$ cat config.mk
export PLATFORM = sky130hd
export DESIGN_NAME = cache_miss_sequencer
export DESIGN_NICKNAME = d
export VERILOG_FILES = /design/src/rtl/cache_pkg.sv /design/src/rtl/sat_counter.sv /design/src/rtl/cache_miss_sequencer.sv
export SDC_FILE = /design/constraint.sdc
export NUM_CORES = 1
export LEC_CHECK = 0
export ABC_AREA = 1
export ABC_CLOCK_PERIOD_IN_PS = 4600
export CAP_MARGIN = 0
export CORE_ASPECT_RATIO = 1.2
export CORE_MARGIN = 5
export CORE_UTILIZATION = 52
export CTS_CLUSTER_SIZE = 12
export DETAILED_ROUTE_END_ITERATION = 8
export PLACE_DENSITY = 0.87
export SLEW_MARGIN = 20
export SYNTH_ARGS = -nofsm -noshare
export SYNTH_HDL_FRONTEND = slang
export SYNTH_SLANG_ARGS = --single-unit
$ cat constraint.sdc
create_clock -name clk -period 4.6 [get_ports clk]
set_input_delay 0.46 -clock clk [delete_from_list [all_inputs] [get_ports clk]]
set_output_delay 0.46 -clock clk [all_outputs]
set_load 0.02 [all_outputs]
$ cat src/rtl/cache_pkg.sv
// Shared types and geometry for the 4-way, 256-set, one-word-line data cache.
package cache_pkg;

   localparam int unsigned ADDR_W_DEFAULT = 32;
   localparam int unsigned DATA_W_DEFAULT = 32;
   localparam int unsigned NUM_WAYS       = 4;
   localparam int unsigned INDEX_W        = 8;
   localparam int unsigned TAG_W          = 22;
   // Byte-offset bits within a one-word line.
   localparam int unsigned OFFS_W         = ADDR_W_DEFAULT - TAG_W - INDEX_W;

   typedef enum logic [1:0] {
      ST_IDLE   = 2'd0,
      ST_WB     = 2'd1,
      ST_REFILL = 2'd2,
      ST_COMMIT = 2'd3
   } state_e;

endpackage

$ cat src/rtl/sat_counter.sv
// Up counter that sticks at all-ones instead of wrapping.
module sat_counter #(
   parameter int unsigned CNT_W = 32
) (
   input  logic             clk,
   input  logic             rst,
   input  logic             inc,
   output logic [CNT_W-1:0] count
);

   always_ff @(posedge clk) begin
      if (rst)
         count <= '0;
      else if (inc && (count != {CNT_W{1'b1}}))
         count <= count + CNT_W'(1);
   end

endmodule

$ cat src/rtl/cache_miss_sequencer.sv
// Miss handling for the write-back data cache: victim write-back, load refill,
// one-cycle commit into the arrays, memory handshake and statistics.
module cache_miss_sequencer
   import cache_pkg::*;
#(
   parameter int unsigned ADDR_W = ADDR_W_DEFAULT,
   parameter int unsigned DATA_W = DATA_W_DEFAULT,
   parameter int unsigned CNT_W  = 32
) (
   input  logic              clk,
   input  logic              rst,
   input  logic              cpu_req,
   input  logic              cpu_we,
   input  logic [ADDR_W-1:0] cpu_addr,
   input  logic              hit,
   input  logic              victim_dirty,
   input  logic [ADDR_W-1:0] victim_addr,
   input  logic [DATA_W-1:0] victim_data,
   output logic              stall,
   output logic              fill_en,
   output logic              fill_store,
   output logic [DATA_W-1:0] fill_data,
   output logic              mem_req,
   output logic              mem_we,
   output logic [ADDR_W-1:0] mem_addr,
   output logic [DATA_W-1:0] mem_wdata,
   input  logic              mem_ack,
   input  logic [DATA_W-1:0] mem_rdata,
   output logic [CNT_W-1:0]  hit_count,
   output logic [CNT_W-1:0]  miss_count,
   output logic [CNT_W-1:0]  wb_count
);

   localparam logic [ADDR_W-1:0] WORD_MASK = ~ADDR_W'((1 << OFFS_W) - 1);

   state_e            state, state_nxt;
   logic [ADDR_W-1:0] lat_addr, lat_addr_nxt;
   logic              lat_we, lat_we_nxt;
   logic              replay, replay_nxt;
   logic              fill_en_nxt, fill_store_nxt;
   logic [DATA_W-1:0] fill_data_nxt;
   logic              mem_req_nxt, mem_we_nxt;
   logic [ADDR_W-1:0] mem_addr_nxt;
   logic [DATA_W-1:0] mem_wdata_nxt;
   logic              hit_inc, miss_inc, wb_inc;
   logic              ack;

   assign ack   = mem_req & mem_ack;
   assign stall = (state != ST_IDLE) | (cpu_req & ~hit);

   // Next state, next registered outputs and counter strobes.
   always_comb begin
      state_nxt      = state;
      lat_addr_nxt   = lat_addr;
      lat_we_nxt     = lat_we;
      replay_nxt     = replay;
      fill_en_nxt    = 1'b0;
      fill_store_nxt = fill_store;
      fill_data_nxt  = fill_data;
      mem_req_nxt    = mem_req;
      mem_we_nxt     = mem_we;
      mem_addr_nxt   = mem_addr;
      mem_wdata_nxt  = mem_wdata;
      hit_inc        = 1'b0;
      miss_inc       = 1'b0;
      wb_inc         = 1'b0;

      case (state)
         ST_IDLE: begin
            replay_nxt = 1'b0;
            hit_inc    = cpu_req & hit & ~replay;
            if (cpu_req && !hit) begin
               miss_inc     = 1'b1;
               lat_addr_nxt = cpu_addr;
               lat_we_nxt   = cpu_we;
               if (victim_dirty) begin
                  state_nxt     = ST_WB;
                  mem_req_nxt   = 1'b1;
                  mem_we_nxt    = 1'b1;
                  mem_addr_nxt  = victim_addr;
                  mem_wdata_nxt = victim_data;
               end else if (cpu_we) begin
                  // One-word lines: a store overwrites the whole line, no refill.
                  state_nxt      = ST_COMMIT;
                  fill_en_nxt    = 1'b1;
                  fill_store_nxt = 1'b1;
               end else begin
                  state_nxt     = ST_REFILL;
                  mem_req_nxt   = 1'b1;
                  mem_we_nxt    = 1'b0;
                  mem_addr_nxt  = cpu_addr & WORD_MASK;
                  mem_wdata_nxt = '0;
               end
            end
         end
         ST_WB: begin
            if (ack) begin
               wb_inc = 1'b1;
               if (lat_we) begin
                  state_nxt      = ST_COMMIT;
                  mem_req_nxt    = 1'b0;
                  mem_we_nxt     = 1'b0;
                  mem_addr_nxt   = '0;
                  mem_wdata_nxt  = '0;
                  fill_en_nxt    = 1'b1;
                  fill_store_nxt = 1'b1;
               end else begin
                  state_nxt     = ST_REFILL;
                  mem_req_nxt   = 1'b1;
                  mem_we_nxt    = 1'b0;
                  mem_addr_nxt  = lat_addr & WORD_MASK;
                  mem_wdata_nxt = '0;
               end
            end
         end
         ST_REFILL: begin
            if (ack) begin
               state_nxt      = ST_COMMIT;
               fill_data_nxt  = mem_rdata;
               mem_req_nxt    = 1'b0;
               mem_we_nxt     = 1'b0;
               mem_addr_nxt   = '0;
               mem_wdata_nxt  = '0;
               fill_en_nxt    = 1'b1;
               fill_store_nxt = lat_we;
            end
         end
         ST_COMMIT: begin
            // Replayed access in the next IDLE cycle must not count as a hit.
            state_nxt      = ST_IDLE;
            replay_nxt     = 1'b1;
            fill_store_nxt = 1'b0;
            fill_data_nxt  = '0;
         end
         default: state_nxt = ST_IDLE;
      endcase
   end

   // State and registered outputs.
   always_ff @(posedge clk) begin
      if (rst) begin
         state      <= ST_IDLE;
         lat_addr   <= '0;
         lat_we     <= 1'b0;
         replay     <= 1'b0;
         fill_en    <= 1'b0;
         fill_store <= 1'b0;
         fill_data  <= '0;
         mem_req    <= 1'b0;
         mem_we     <= 1'b0;
         mem_addr   <= '0;
         mem_wdata  <= '0;
      end else begin
         state      <= state_nxt;
         lat_addr   <= lat_addr_nxt;
         lat_we     <= lat_we_nxt;
         replay     <= replay_nxt;
         fill_en    <= fill_en_nxt;
         fill_store <= fill_store_nxt;
         fill_data  <= fill_data_nxt;
         mem_req    <= mem_req_nxt;
         mem_we     <= mem_we_nxt;
         mem_addr   <= mem_addr_nxt;
         mem_wdata  <= mem_wdata_nxt;
      end
   end

   sat_counter #(.CNT_W(CNT_W)) u_hit_cnt (
      .clk   (clk),
      .rst   (rst),
      .inc   (hit_inc),
      .count (hit_count)
   );

   sat_counter #(.CNT_W(CNT_W)) u_miss_cnt (
      .clk   (clk),
      .rst   (rst),
      .inc   (miss_inc),
      .count (miss_count)
   );

   sat_counter #(.CNT_W(CNT_W)) u_wb_cnt (
      .clk   (clk),
      .rst   (rst),
      .inc   (wb_inc),
      .count (wb_count)
   );

endmodule

# [Word level (Yosys, flattened, before mapping)]
# Index checks and enable logic that the tools add are counted.
[word_totals] mem_count=0 output_inout_bits=197 ram_bits=0 latch_bits=0 regBits=232 inputBits=135 mem_bits_ro=0 word_cells=106
[op_classes] addsub=3 bitwise_logic=7 eq_ne=14 n_mux=50 n_reduce_logical=18 n_lt_le_gt_ge=0 n_div=0 shift=0 n_mul=0
[ops] cell="two-way mux 32 bit" n=10
[ops] cell="one-hot mux 32 bit (2 select lines)" n=2
[ops] cell="adder 32 x 1 -> 32 bit, second input constant" n=3
[ops] cell="!= test 32 bit, second input constant" n=3
[ops] cell="one-hot mux 32 bit (3 select lines)" n=1
[ops] cell="two-way mux 1 bit" n=27
[ops] cell="!= test 2 bit, second input constant" n=6
[ops] cell="two-way mux 2 bit" n=4
[ops] cell="one-hot mux 2 bit (4 select lines)" n=1
[ops] cell="nonzero test 2 bit" n=4
[ops] cell="one-hot mux 1 bit (3 select lines)" n=2
[ops] cell="AND reduction 6 bit" n=1
[ops] cell="AND reduction 5 bit" n=1
[ops] cell="AND 1 bit" n=4
[ops] cell="equality test 2 bit, second input constant" n=2
[ops] cell="logical AND 1 bit" n=4
[ops] cell="one-hot mux 1 bit (2 select lines)" n=2
[ops] cell="one-hot mux 1 bit (4 select lines)" n=1
[ops] cell="AND reduction 2 bit" n=2
[ops] cell="AND reduction 4 bit" n=1
[ops] cell="!= test 3 bit, second input constant" n=1
[ops] cell="AND reduction 3 bit" n=1
[ops] cell="nonzero test 3 bit" n=1
[ops] cell="equality test 2 x 1 -> 1 bit, second input constant" n=1
[ops] cell="6 further kinds" n=7

# [Logic depth before layout (Yosys ltp)]
[logic_depth] depth_word=5 mapped_depth=12 ltp_nobuf=11

# [Modules after synthesis]
# A second synthesis with hierarchy kept.
[hier_totals] cells_unflattened=1850 area_unflattened_um2=12256.8
[by_module_without_submodules] module="cache_miss_sequencer" seq_area_each_um2=2682.6 n_inst=1 area_per_inst_um2=6153.4 cells_per_inst=888
[by_module_without_submodules] module="sat_counter at u_hit_cnt ..." seq_area_each_um2=640.6 n_inst=2 area_per_inst_um2=2062.0 cells_per_inst=324
[by_module_without_submodules] module="sat_counter at u_wb_cnt" seq_area_each_um2=640.6 n_inst=1 area_per_inst_um2=1979.4 cells_per_inst=314

# [Worst setup path after synthesis]
# Ideal clock, no wire load.
[synth_path] kind="reg-to-reg" startpoint="reg state[0]" endpoint="reg mem_addr[10]" setup_time_ps=116 path_buffers=1 path_stages_with_launch=10 synth_period_minus_slack_ps=1918 arrival_ps=1802 required_time_ps=4484 path_slack_ps=2682 path_cell_list="dfxtp_1 inv_1 ha_1 nand2_1 nand2_1 nor2_1 inv_1 clkbuf_1 nor2_1 nor2_1"
[synth_via] elab_chain_len=3 word_cells_on_any_way=10 cone_classes="eq/ne (6); mux (1); reduce/logical (3)"
[synth_rtl] element="start, declared" line_no="cache_miss_sequencer.sv:36" source="state_e state, state_nxt;"
[synth_rtl] element="start signal, assigned" line_no="cache_miss_sequencer.sv:154" source="state <= state_nxt;"
[synth_rtl] element="equality test 2 x 1 -> 1 bit, or another cell as far along" line_no="cache_miss_sequencer.sv:68" source="case (state)"
[synth_rtl] element="!= test 2 bit (no source line), or another cell as far along"
[synth_rtl] element="AND reduction 5 bit (no source line)"
[synth_rtl] element="end signal, assigned" line_no="cache_miss_sequencer.sv:163" source="mem_addr <= mem_addr_nxt;"
[synth_rtl] element="end, declared" line_no="cache_miss_sequencer.sv:25" source="output logic [ADDR_W-1:0] mem_addr,"
# Parallel ways exist; a longest one is shown, timed or not.
# A chain may end at the register's enable or synchronous reset.

# [Final worst setup path]
[layout_path] startpoint="reg state[0]" endpoint="reg mem_wdata[9]"
[layout_via] elab_chain_len=4 word_cells_on_any_way=10 cone_classes="eq/ne (5); mux (1); reduce/logical (4)"
[layout_rtl] element="equality test 2 bit or equality test 2 x 1 -> 1 bit (tied branches)" line_no="cache_miss_sequencer.sv:68"
[layout_rtl] element="OR reduction 2 bit (no source line)"
[layout_rtl] element="!= test 2 x 1 -> 1 bit (no source line) or nonzero test 2 bit (tied branches)"
[layout_rtl] element="AND reduction 4 bit (no source line)"
[layout_rtl] element="end signal, assigned" line_no="cache_miss_sequencer.sv:164" source="mem_wdata <= mem_wdata_nxt;"
[layout_rtl] element="end, declared" line_no="cache_miss_sequencer.sv:26" source="output logic [DATA_W-1:0] mem_wdata,"
# Parallel ways exist; a longest one is shown, timed or not.

==> metrics <==
GRT Max-Usage Layer met2; fill count 1698; port bufs 329; number of synthesized flops with an enable pin 0; Int Power 4.078 mW; Netlist Area Pre-Place 11140 µm²; Worst Hold End lat_addr[27]$_SDFFE_PP0P_; hold_buf cts 0; VDD IR max 0.3105 mV; post-CTS setup buffer count 0; Via density 5.437; clk buf depth 3; R2R depth 11; drt pass-1 iters 5; worst skew pair latency 0.52 ns; Pwr Total 6.068 mW; largest net degree at the start of global routing 98; Seq/Total Area, Yosys 41.33%; met2 Track Usage GR 50.95%; unrepaired setup endpoints after global routing no; Die Area 24470 µm²; share of cells above drive strength 1 4.185%; hold_sp lat_addr[27]$_SDFFE_PP0P_; core area 21050 µm²; antenna violations before repair 3; first-pass GRT wire length 58.73 mm; WP data arrival 3.74 ns; CP most frequent cell buf_4; Final Setup Violations 0; Routed Antenna Nets 0; Final min period 3.294 ns; top-count cell post-synth nand2_1; reg2reg start state[0]$_SDFFE_PP0P_; CTS tree yes; worst hold-check path type register to register; Synth warnings 0; Setup CP Type register to register; Critical R2R Capture mem_wdata[9]$_SDFFE_PP0P_; drt total wl 36.50 mm; Final Hold Viols 0; register share of total power 38.4%; TritonCTS buffer count 25; Area Growth Syn to Fin 37.71%; Critical-path top delay cell nor3_4; cts repair resizes 0; cell row count 58; syn_area_per_cell 6.546 µm²; Synth cell types 31; R2R Setup Slk 1.31 ns; status finished, final reports clean; Largest stage delay, worst path 0.76 ns; Synth Instances 1702; leading area contributor after synthesis dfxtp_1; met3 usage 6.830%; All-Layer GR Usage 28.91%; logic gate share of total power 28.9%; Clk pwr share 32.8%; CP Capture Type register; setup total negative slack 0 ns; ys async rst share 0%; clock root cell clkbuf_16; Final GP Congestion 0.9714; post-route design area 15340 µm²; P_sw 1.990 mW; number of remaining DRC errors 0; power per cell area 395.5 nW/µm²; Horiz. Die Dim 143.6 µm; critical path peak fanout 35; share of Yosys cell area claimed by the top area cell type 41.33%; Hold Path Depth 2; First DRT Iteration DRCs 916; I/O pin count 332; Critical Path, Cell by Cell inv_1, ha_1, inv_2, nand2_1, o21ai_2, nand3_2, buf_4, nor3_4, buf_4, nand2_2, a21oi_2; worst path required time 5.05 ns; Most used DFF post-synth dfxtp_1; Leak Pwr 5.578 nW; Initial Util 52.94%; worst relative slew slack 24.64%; H-tree depth 1; max-slew violation count 0; Clock Sinks 230; Clock Skews 0.01320 ns; Tcrit/Tclk final 71.61%; dpl cell area 14520 µm²; switching share of power 32.79%; fmax 0.3036 GHz; Synth top cells by count 381 x nand2_1, 339 x nor2_1, 230 x dfxtp_1; Startpoint Class register; layout net count 2135; Slew @ Worst Pin 1.129 ns; vias in the first global route 11.98k; Wirelength per Cell 16.01 µm; grt ovf 0; Seq cells post-synth 230; post-synthesis net count 1846; max-cap viol count 0; Worst-path clk slew 0.06 ns; GR Layer Usage met1 33.06%; Synth area leaders dfxtp_1 41%, nand2_1 13%, nor2_1 11%, nand3_1 6.3%, o21ai_0 6.1%; DP Wirelength 26.31 mm; Die Y 170.4 µm; via count 12.40k
## through the flow
| stage | hold slack, ns | worst slack [ns] | instances | utilization (%) |
|---|---|---|---|---|
| CTS | 0.4565 | 1.346 | 2277 | 72.87 |
| global placement | 0.4391 | 1.419 | 2234 | 69.01 |
| floorplan | 0.4297 | 2.682 | 1702 | - |
| finish | 0.4530 | 1.306 | 2280 | 72.91 |
| global route | 0.4783 | 1.033 | 2280 | 72.91 |
| detailed placement | 0.4474 | 1.345 | 2234 | 69.01 |
## routing by layer
layer,vias to the layer above,part of all wire (%)
met5,-,0
met1,5629,37
met4,0,4.8
met2,548,49
met3,112,9.2
li1,6107,-
## logic make-up (layout without fill, tap and decap cells)
logic type      count (synthesis)  in the layout  synth area share, %
simple gates                  927            927                34.40
compound gates                315            315                14.95
flops                         230            230                41.33
buf+inv                       213            518                7.692
fa+ha+maj                       9              9                1.011
xor+xnor                        8              8               0.6289
other cells                     0              3                    0
## final cells by class
class	instances	area, µm²	area share [%]
clock buffer	40	772.0	5.031
clock inverter	3	40.04	0.2609
sequential	230	4604	30.01
inverter	132	498.0	3.246
multi-input combinational	1259	5690	37.09
tap	270	337.8	2.202
timing repair buffer	343	3393	22.12
antenna	3	7.507	0.04893
## registers in the layout, summed over array words and instances (netlist names), 2 cells and up
signal,flops
fill_data,32
lat_addr,30
mem_addr,32
mem_wdata,32
state,2
u_hit_cnt.count,32
u_miss_cnt.count,32
u_wb_cnt.count,32
## power groups by stage
stage,registers (mW),logic [mW],clock network [mW]
after detailed placement,2.36,1.73,0
after floorplan,2.54,0.852,0
after global placement,2.36,1.70,0
after CTS,2.33,1.75,2.02
after global routing,2.35,1.92,2.11
final,2.33,1.75,1.99
## how the worst max path moves through the flow
| stage | from | to | slack [ns] | cells past startpoint |
|---|---|---|---|---|
| floorplan | state[0]$_SDFFE_PP0P_ | mem_addr[10]$_SDFFE_PP0P_ | 2.68 | 9 |
| global placement | state[0]$_SDFFE_PP0P_ | mem_wdata[2]$_SDFFE_PP0P_ | 1.42 | 11 |
| detailed placement | state[0]$_SDFFE_PP0P_ | mem_wdata[9]$_SDFFE_PP0P_ | 1.34 | 11 |
| CTS | state[0]$_SDFFE_PP0P_ | mem_wdata[9]$_SDFFE_PP0P_ | 1.35 | 11 |
| global route | state[0]$_SDFFE_PP0P_ | mem_wdata[10]$_SDFFE_PP0P_ | 1.03 | 11 |
| finish | state[0]$_SDFFE_PP0P_ | mem_wdata[9]$_SDFFE_PP0P_ | 1.31 | 11 |
## cell usage in the layout (no fill, tap or decap), types with 14 or more instances in the layout
cell type,n
nand3_1,140
o22ai_1,30
inv_1,130
nand4_1,22
nand2_1,381
o21ai_0,136
clkdlybuf4s50_1,328
buf_4,14
nor3_1,16
dfxtp_1,230
nor2_1,337
clkbuf_16,25
a21oi_1,131
## worst max-delay path: cells and delay by family (launching register included)
kind	cells	cell delay, ns
buf+inv	4	1.14
fa+ha+maj	1	0.41
compound gates	2	0.21
flops	1	0.41
simple gates	4	1.03
No activity file was read; power rests on OpenSTA's default activity.
==> RTL change (same settings) <==
Register the output `wb_count`; this adds one clock of latency there. The other outputs are not delayed to match.
--- a/src/rtl/cache_miss_sequencer.sv
+++ b/src/rtl/cache_miss_sequencer.sv
@@ -34,2 +34,4 @@
    localparam logic [ADDR_W-1:0] WORD_MASK = ~ADDR_W'((1 << OFFS_W) - 1);
+
+   logic [CNT_W-1:0] wb_count_d;
 
@@ -185,4 +187,8 @@
       .inc   (wb_inc),
-      .count (wb_count)
+      .count (wb_count_d)
    );
+
+   always_ff @(posedge clk) begin
+      wb_count <= wb_count_d;
+   end
 
Check against the original RTL: not equivalent (Yosys sat finds a counterexample within 4 cycles, from zero or initial values and one cycle with rst high).
==> RTL change against the original RTL <==
Sequential cell count grew 32; largest power group unchanged; power grew 4.1%; critical endpoint is now mem_wdata[0]; area after synthesis grew 5.2%; cell area grew 3.7%; via count grew 2.1%; largest cell class unchanged; worst setup slack gained 0.0020 ns; sequential share of layout area grew 2.9 points; wire length grew 2.9%; utilization shrank 1.5 points.
==> RTL change: results (changes against the original RTL) <==
<table>
<tr><th>Metric</th><th>Value</th></tr>
<tr><th colspan="2">Pwr</th></tr>
<tr><td>Maximum vdd ir drop</td><td>327 uV (+5.2%)</td></tr>
<tr><td>Static leakage</td><td>5.93 nW (+6.3%)</td></tr>
<tr><th colspan="2">Clock network</th></tr>
<tr><td>Cts bufs inserted</td><td>27 (+8.0%)</td></tr>
<tr><th colspan="2">Placement</th></tr>
<tr><td>Placed cell areas</td><td>0.0151 mm2 (+4.1%)</td></tr>
<tr><td>DPL Wire Length</td><td>26.9 mm (+2.1%)</td></tr>
<tr><th colspan="2">Logic synthesis</th></tr>
<tr><td>Synthesized instance count</td><td>1738 (+2.1%)</td></tr>
<tr><td>Leading cell types by count after synthesis</td><td>nand2_1, nor2_1, dfxtp_1, nand3_1, a21oi_1</td></tr>
<tr><td>Sequential element share of the synthesized area</td><td>44.7% (+3.4 points)</td></tr>
<tr><td>Post-synthesis net count</td><td>1882 (+2.0%)</td></tr>
<tr><th colspan="2">Routing</th></tr>
<tr><td>DR vias</td><td>12700 (+2.1%)</td></tr>
<tr><td>First-iteration detailed-routing DRC count</td><td>972 (+6.1%)</td></tr>
<tr><td>Total routed wirelength</td><td>37.5 mm (+2.9%)</td></tr>
<tr><th colspan="2">STA</th></tr>
<tr><td>Slew HR</td><td>28.7% (+4.0 points)</td></tr>
<tr><td>Worst hold margin</td><td>0.386 ns (-0.0665 ns)</td></tr>
<tr><th colspan="2">Layout</th></tr>
<tr><td>Filler instances</td><td>1849 (+8.9%)</td></tr>
<tr><td>Share of post-route cells with drive strength above 1</td><td>3.97% (-0.22 points)</td></tr>
<tr><th colspan="2">Worst setup path</th></tr>
<tr><td>Crit-path slowest cell</td><td>nand3_2</td></tr>
<tr><td>Worst-case register-to-register setup slack</td><td>1.31 ns (about the same)</td></tr>
<tr><td>Maximum single-stage delay on the critical path</td><td>0.59 ns (-0.17 ns)</td></tr>
<tr><td>Crit path max-delay family</td><td>simple AND/OR/NAND/NOR gates</td></tr>
<tr><th colspan="2">Global routing</th></tr>
<tr><td>Antenna violations before repair</td><td>1 (-2)</td></tr>
<tr><td>Via count of the first global-routing pass</td><td>11900 (-0.58%)</td></tr>
<tr><td>All-Layer GR Usage</td><td>27.7% (-1.2 points)</td></tr>
<tr><td>Pin count of the biggest net entering global routing</td><td>95 (-3.1%)</td></tr>
<tr><th colspan="2">Outcome</th></tr>
<tr><td>Result of the run</td><td>complete, no violations</td></tr>
</table>
-- RTL change: cell count changes after synthesis, sizes merged, moves of 2 or more --
cell,delta
a31oi,-3
o21ai,-3
nand4,-3
dfxtp,+32
nand2,+6
inv,+6
a21oi,+6
xnor2,-2
nor3,-7
nand3b,-4
nor2,+12
buf,-3
and2,-3
-- RTL change: cell type report --
type / instances / area share [%]
Multi-Input combinational cell: 1258 / 35.4
Sequential cell: 262 / 33.0
Timing Repair Buffer: 340 / 21.2
Clock buffer: 38 / 4.76
Inverter: 139 / 3.29
Tap cell: 279 / 2.19
Clock inverter: 4 / 0.165
-- RTL change: path summary, 6_finish.rpt --
| kind | from | end |
|---|---|---|
| worst min-delay path | u_wb_cnt.count[4] | wb_count[4] |
| worst max register to register | state[0] | mem_wdata[0] |
| worst max-delay path | state[0] | mem_wdata[0] |
| worst min register to register | u_wb_cnt.count[4] | wb_count[4] |
-- RTL change: cells by family (layout without fill, tap and decap cells) --
kind of cell	count (synthesis)	in the layout	synth area share, %
simple gates	929	929	32.5
compound gates	315	315	14.2
flops	262	262	44.7
buf+inv	218	521	7.28
fa+ha+maj	9	9	0.961
xor+xnor	5	5	0.374
-- RTL change: layer usage --
layer	share of wire, %	track usage (%)
met1	39	33.3
met2	49	48.1
met3	8.6	6.60
met4	4.0	10.3
met5	0.035	0
-- RTL change: worst reg2reg max path: cells and delay by family (launching register included) --
| kind | cells | cell delay, ns |
|---|---|---|
| AOI/OAI and AO/OA | 2 | 0.26 |
| adders and majority gates | 1 | 0.41 |
| buffers and inverters | 3 | 0.97 |
| DFF | 1 | 0.40 |
| and+or+nand+nor | 4 | 1.18 |
-- RTL change: through the flow --
step | setup WS (ns) | total power [mW] | utilization [%]
floorplan | 2.69 | 3.64 | -
global placement | 1.46 | 4.30 | 67.8
detailed placement | 1.37 | 4.33 | 67.8
CTS | 1.35 | 6.34 | 71.3
global route | 1.10 | 6.62 | 71.4
finish | 1.31 | 6.32 | 71.4
-- RTL change: where the power goes --
group,switching (mW),internal [mW],total [mW]
logic,1.06,0.646,1.71
clock network,0.874,1.13,2.00
registers,0.117,2.49,2.60
total,2.05,4.26,6.32
